===== src/rtl/sqrt_pkg.sv =====
// Shared types and sizing helpers for the iterative square-root block.
//   state_t : controller states
//   rw_of   : root width for a given operand width, (width+1)/2
//   cnt_w   : width of the iteration counter, never below 1
package sqrt_pkg;

  typedef enum logic [1:0] {
    IDLE,
    CALC,
    DONE
  } state_t;

  function automatic int rw_of(input int width);
    return (width + 1) / 2;
  endfunction

  function automatic int cnt_w(input int width);
    int c;
    c = $clog2(rw_of(width));
    return (c < 1) ? 1 : c;
  endfunction

endpackage


===== src/rtl/sqrt_iter_if.sv =====
// Operand / result handshake bundle for sqrt_iter.
//   in_valid/in_ready/in_data/in_rnd        : operand channel (producer -> block)
//   out_valid/out_ready/out_root/out_rem/out_sat : result channel (block -> consumer)
//   master : producer/consumer side, slave : the square-root block
interface sqrt_iter_if #(
  parameter int WIDTH = 16
) ();
  import sqrt_pkg::*;

  localparam int RW = rw_of(WIDTH);

  logic             in_valid;
  logic             in_ready;
  logic [WIDTH-1:0] in_data;
  logic             in_rnd;
  logic             out_valid;
  logic             out_ready;
  logic [RW-1:0]    out_root;
  logic [RW:0]      out_rem;
  logic             out_sat;

  modport master (
    output in_valid, in_data, in_rnd, out_ready,
    input  in_ready, out_valid, out_root, out_rem, out_sat
  );

  modport slave (
    input  in_valid, in_data, in_rnd, out_ready,
    output in_ready, out_valid, out_root, out_rem, out_sat
  );

endinterface


===== src/rtl/sqrt_step.sv =====
// One restoring square-root digit iteration, purely combinational.
//   rem_in   : partial remainder (RW+2 bits)
//   root_in  : partial root
//   bits     : next two operand bits, MSB pair first
//   rem_out  : updated partial remainder
//   root_out : partial root with the new digit shifted in
module sqrt_step #(
  parameter int RW = 8
) (
  input  logic [RW+1:0] rem_in,
  input  logic [RW-1:0] root_in,
  input  logic [1:0]    bits,
  output logic [RW+1:0] rem_out,
  output logic [RW-1:0] root_out
);

  logic [RW+1:0] shifted;
  logic [RW+1:0] trial;
  logic          take;

  // Partial remainder never exceeds twice the partial root, so the
  // bits dropped by the shift and the top root bit are always zero here.
  always_comb begin
    shifted  = (rem_in << 2) | (RW+2)'(bits);
    trial    = {root_in, 2'b01};
    take     = (shifted >= trial);
    rem_out  = take ? (shifted - trial) : shifted;
    root_out = RW'({root_in, take});
  end

endmodule


===== src/rtl/sqrt_iter.sv =====
// Multi-cycle unsigned integer square root, one root bit per clock.
//   clk, rst_n : rising-edge clock, asynchronous active-low reset
//   bus        : sqrt_iter_if slave (operand in, root/remainder/saturation out)
//   busy       : high whenever the block is not idle
// Floor or round-to-nearest per operand; out_rem is always x - floor(sqrt(x))^2.
module sqrt_iter
  import sqrt_pkg::*;
#(
  parameter int WIDTH = 16
) (
  input  logic        clk,
  input  logic        rst_n,
  sqrt_iter_if.slave  bus,
  output logic        busy
);

  localparam int RW = rw_of(WIDTH);
  localparam int EW = 2 * RW;
  localparam int CW = cnt_w(WIDTH);
  localparam logic [RW-1:0] ROOT_MAX = '1;

  state_t        state;
  logic [EW-1:0] xs;
  logic [RW+1:0] rem_r;
  logic [RW-1:0] root_r;
  logic [CW-1:0] k;
  logic          rnd_r;

  logic [RW+1:0] rem_nx;
  logic [RW-1:0] root_nx;
  logic          round_up;

  sqrt_step #(.RW(RW)) u_step (
    .rem_in  (rem_r),
    .root_in (root_r),
    .bits    (xs[EW-1 -: 2]),
    .rem_out (rem_nx),
    .root_out(root_nx)
  );

  // rem > root_floor is the integer form of x >= (root_floor + 0.5)^2.
  always_comb round_up = rnd_r & (rem_nx > (RW+2)'(root_nx));

  always_ff @(posedge clk or negedge rst_n) begin
    if (!rst_n) begin
      state         <= IDLE;
      xs            <= '0;
      rem_r         <= '0;
      root_r        <= '0;
      k             <= '0;
      rnd_r         <= 1'b0;
      busy          <= 1'b0;
      bus.in_ready  <= 1'b1;
      bus.out_valid <= 1'b0;
      bus.out_root  <= '0;
      bus.out_rem   <= '0;
      bus.out_sat   <= 1'b0;
    end else begin
      case (state)
        IDLE: begin
          if (bus.in_valid) begin
            state        <= CALC;
            xs           <= EW'(bus.in_data);
            rem_r        <= '0;
            root_r       <= '0;
            k            <= CW'(RW - 1);
            rnd_r        <= bus.in_rnd;
            busy         <= 1'b1;
            bus.in_ready <= 1'b0;
          end
        end
        CALC: begin
          rem_r  <= rem_nx;
          root_r <= root_nx;
          xs     <= xs << 2;
          k      <= k - 1'b1;
          if (k == '0) begin
            state         <= DONE;
            bus.out_valid <= 1'b1;
            bus.out_rem   <= (RW+1)'(rem_nx);
            if (round_up && (root_nx == ROOT_MAX)) begin
              bus.out_root <= ROOT_MAX;
              bus.out_sat  <= 1'b1;
            end else begin
              bus.out_root <= root_nx + RW'(round_up);
              bus.out_sat  <= 1'b0;
            end
          end
        end
        DONE: begin
          if (bus.out_ready) begin
            state         <= IDLE;
            busy          <= 1'b0;
            bus.in_ready  <= 1'b1;
            bus.out_valid <= 1'b0;
          end
        end
        default: state <= IDLE;
      endcase
    end
  end

endmodule


===== src/flat_wrapper.sv =====
// flat-port wrapper written by rule: the top's interface ports become plain ports
module sqrt_iter_flat import sqrt_pkg::*;
#(
  parameter int WIDTH = 16
)
  (clk, rst_n, busy, bus_in_valid, bus_in_data, bus_in_rnd, bus_out_ready, bus_in_ready, bus_out_valid, bus_out_root, bus_out_rem, bus_out_sat);
  sqrt_iter_if #(.WIDTH(WIDTH)) bus_i ();
  input  logic clk;
  input  logic rst_n;
  output logic busy;
  input wire logic [$bits(bus_i.in_valid)-1:0] bus_in_valid;
  input wire logic [$bits(bus_i.in_data)-1:0] bus_in_data;
  input wire logic [$bits(bus_i.in_rnd)-1:0] bus_in_rnd;
  input wire logic [$bits(bus_i.out_ready)-1:0] bus_out_ready;
  output wire logic [$bits(bus_i.in_ready)-1:0] bus_in_ready;
  output wire logic [$bits(bus_i.out_valid)-1:0] bus_out_valid;
  output wire logic [$bits(bus_i.out_root)-1:0] bus_out_root;
  output wire logic [$bits(bus_i.out_rem)-1:0] bus_out_rem;
  output wire logic [$bits(bus_i.out_sat)-1:0] bus_out_sat;
  assign bus_i.in_valid = bus_in_valid;
  assign bus_i.in_data = bus_in_data;
  assign bus_i.in_rnd = bus_in_rnd;
  assign bus_i.out_ready = bus_out_ready;
  assign bus_in_ready = bus_i.in_ready;
  assign bus_out_valid = bus_i.out_valid;
  assign bus_out_root = bus_i.out_root;
  assign bus_out_rem = bus_i.out_rem;
  assign bus_out_sat = bus_i.out_sat;
  sqrt_iter #(.WIDTH(WIDTH)) u_core (.clk(clk), .rst_n(rst_n), .bus(bus_i), .busy(busy));
endmodule

===== config.mk =====
export PLATFORM = sky130hd
export DESIGN_NAME = sqrt_iter_flat
export DESIGN_NICKNAME = d
export VERILOG_FILES = /design/src/rtl/sqrt_pkg.sv /design/src/rtl/sqrt_iter_if.sv /design/src/rtl/sqrt_step.sv /design/src/rtl/sqrt_iter.sv /design/src/flat_wrapper.sv
export SDC_FILE = /design/constraint.sdc
export NUM_CORES = 1
export LEC_CHECK = 0
export CAP_MARGIN = 30
export CORE_ASPECT_RATIO = 1.75
export CORE_MARGIN = 3
export CORE_UTILIZATION = 45
export CTS_CLUSTER_DIAMETER = 80
export DETAILED_ROUTE_END_ITERATION = 12
export PLACE_DENSITY = 0.74
export SLEW_MARGIN = 5
export SYNTH_ARGS = -nofsm -noshare
export SYNTH_HDL_FRONTEND = slang
export SYNTH_SLANG_ARGS = --single-unit

===== constraint.sdc =====
create_clock -name clk -period 5.9 [get_ports clk]
set_input_delay 0.59 -clock clk [delete_from_list [all_inputs] [get_ports clk]]
set_output_delay 0.59 -clock clk [all_outputs]
set_load 0.02 [all_outputs]

==> run metrics <==
CTS Hold Bufs=0; DRC violations left=0; cell count after synthesis=350; peak clock frequency supported by timing=roughly 0.21 GHz; count of vias placed by the detailed router=2676; setup repair after global routing missed its margin=no; Post-CTS Repair Setup Buffers=0; arrival time at the worst endpoint=4880 ps; total core area=~0.0070 mm2; port buffer count=slightly above 40; critical path fanouts, max=14; setup slack of the worst register-to-register path=between 1000 and 1500 ps; summed instance area of the synthesized netlist=~0.0033 mm2; Critical Path End Type=flip-flop; Final setup violation count=0; final hold viol count=0; slowest stage cell on the critical path=sky130_fd_sc_hd__mux2i_1; setup TNS=0 ps; end of the critical path=u_core.bus.out_root[4]; top-level I/O count=42; cell type with the highest aggregate area in the netlist=sky130_fd_sc_hd__dfrtp_1; critical path startpoint category=flip-flop; antenna diode count=0; reported max-cap violation count=0; clock slew at reported path FFs=50 ps; required time worst endpoint=between 6000 and 7000 ps; remaining number of nets flagged by the antenna check after routing=0; layout overhead on the synthesized area=22.7%; overall overflow remaining after global route=0; worst reg2reg path depth=20; fill cell count=roughly 590; cells taking the most area after synthesis=sky130_fd_sc_hd__dfrtp_1 (44%), sky130_fd_sc_hd__ha_1 (8.4%), sky130_fd_sc_hd__o21ai_0 (4.9%), sky130_fd_sc_hd__nor2_1 (4.1%), sky130_fd_sc_hd__nand2_1 (3.9%); period utilisation layout=roughly 80%; wire length of the first global-routing pass=~13000 um; maximum clock path buffer count=2; proportion of layout cells with a drive suffix above 1=a little under 9%; worst-margin pin slew=between 700 and 800 ps; dominant cell by count in the synthesized netlist=sky130_fd_sc_hd__dfrtp_1; worst flop-to-flop path endpoint=u_core.bus.out_root[4]; largest net degree at the start of global routing=60; synthesized net count=393; floorplan die area=approximately 0.0084 mm2; worst setup path class=flip-flop to flip-flop; DR pass1 iterations=4; final worst clock skew=~6.4 ps; wire length per cell after detailed routing=approximately 16 um; dominant cell type by count on the critical path=sky130_fd_sc_hd__ha_1; leading register cell type out of synthesis=sky130_fd_sc_hd__dfrtp_1; HPWL Detailed=between 5000 and 6000 um; die width=just over 70 um; Mapped Avg Cell Area=9.36 um2; synthesis-stage register bit count=a little under 60; Detailed Route WL=between 7000 and 8000 um; type of the tightest min-delay check=primary input to async pin; count of standard-cell rows=40; CTS tree=done; number of gates resized after cts=0; most used standard cells in the synthesized netlist=sky130_fd_sc_hd__dfrtp_1 (58), sky130_fd_sc_hd__nor2_1 (36), sky130_fd_sc_hd__nand2_1 (34); status=finished clean; routability congestion estimate=approximately 0.92; Slew Limit Headroom=between 50 and 60%; H-tree levels=3; number of sinks driven by the clock tree=around 60; fraction of registers with async set or reset after synthesis=100%; net total in the final layout=431; clock buffer count from CTS=9; antenna violations before repair=0; EDFF count, synth=0; minimum period implied by the final worst setup slack=roughly 4700 ps; peak per-stage delay on the critical path=between 400 and 500 ps; vias per cell=between 5 and 6; Yosys top cell area share=44.3%; y dimension of the die=roughly 120 um; count of routing violations after the opening detailed-route iteration=92; start of the worst register-to-register path=u_core.root_r[3]; Total GRT Usage=approximately a fifth; root buf cell=sky130_fd_sc_hd__clkbuf_16; initial core utilization=a little under half; synth warn=0; number of max-slew violations in the final report=0; clock latency on the worst-skew pair=approximately 320 ps; count of different cell masters after synthesis=50; worst path cell trace=inv_1 -> ha_1 -> a21o_1 -> a31o_1 -> o21ai_2 -> nand3_2 -> mux2i_1 -> inv_1 -> ha_1 -> a211oi_1 -> o21bai_1 -> nor4b_4 -> nor2_1 -> o41ai_2 -> a21oi_1 -> ha_1 -> ha_1 -> nand3_1 -> xnor2_1 -> o211ai_1; number of global-route vias before repair=~2700; timing startpoint of the critical path=u_core.root_r[3]; sequential area share after synthesis=a little under half
[layout by cell type (no fill, tap or decap), drive strengths merged, types with 2 or more instances in the layout]
| cell | instances |
|---|---|
| dfrtp | 58 |
| clkdlybuf4s50 | 40 |
| o21ai | 37 |
| nor2 | 36 |
| nand2 | 35 |
| nand3 | 25 |
| inv | 24 |
| ha | 22 |
| o22ai | 16 |
| a21oi | 14 |
| clkbuf | 12 |
| xnor2 | 11 |
| o211ai | 8 |
| mux2i | 7 |
| nand4 | 4 |
| a31oi | 3 |
| nor2b | 3 |
| nor3 | 3 |
| a21o | 3 |
| buf | 3 |
| o21a | 2 |
| nand2b | 2 |
| mux2 | 2 |
| and3 | 2 |
| a211oi | 2 |
[per-stage QoR]
step	hold WS [ps]	setup WS [ps]	area, um2	std cells	utilization (%)
after CTS	431	1150	4020	475	57.8
after floorplan	294	1840	3280	350	-
final	403	1180	4020	475	57.8
after global placement	458	1340	3720	461	53.4
after detailed placement	469	1160	3720	461	53.4
after global routing	475	781	4020	475	57.8
[layout make-up]
type	count	area, um2	area share [%]
clock buffer	12	267	6.63
clock inverter	2	35.0	0.872
inverter	24	90.1	2.24
multi-input combinational	251	1620	40.4
sequential	59	1480	36.8
tap	84	105	2.62
timing repair buffer	43	420	10.5
[logic make-up after synthesis]
kind of cell,after synthesis,synth area share (%)
AO/OA/AOI/OAI,92,17.9
flip-flops,59,45.1
adder cells (fa/ha/maj),22,8.40
multiplexers,9,2.83
AND/OR/NAND/NOR,116,17.3
buffers and inverters,40,5.31
XOR/XNOR,12,3.21
[registers in the layout, summed over array words and instances, names as in the netlist]
register	cells
u_core.bus.in_ready	1
u_core.bus.out_rem	9
u_core.bus.out_root	8
u_core.bus.out_sat	1
u_core.bus.out_valid	1
u_core.busy	1
u_core.k	3
u_core.rem_r	8
u_core.rnd_r	1
u_core.root_r	8
u_core.state	2
u_core.xs	16
[critical path, delay by kind of cell, from the launching register on]
| family | cells | cell delay, ps |
|---|---|---|
| xor gates and xnor gates | 1 | 170 |
| adders and majority gates | 4 | 1090 |
| and+or+nand+nor | 4 | 850 |
| DFF | 1 | 370 |
| AOI/OAI and AO/OA | 8 | 1400 |
| muxes | 1 | 420 |
| buffers and inverters | 2 | 260 |
[layer usage]
layer / vias up / track usage, % / wire [um]
met1: 1289 / 20.5 / 2780
met4: 0 / 12.8 / 391
met5: - / 0 / 0
li1: 1308 / - / -
met3: 28 / 3.46 / 138
met2: 51 / 33.6 / 4080
[how the worst min path moves through the flow]
stage | startpoint | end | slack, ps | cells after the start
2_1_floorplan | rst_n | u_core.bus.out_rem[0] | 290 | 0
3_3_place_gp | u_core.k[0] | u_core.k[0] | 460 | 1
3_5_place_dp | u_core.bus.out_rem[3] | u_core.bus.out_rem[3] | 470 | 2
4_1_cts | rst_n | u_core.bus.out_rem[2] | 430 | 2
5_1_grt | rst_n | u_core.xs[7] | 480 | 2
6_report | rst_n | u_core.xs[7] | 400 | 2
Power is left out: the tool's default activity adds up to more than one toggle a clock period on the data nets, which glitch-free logic cannot reach.
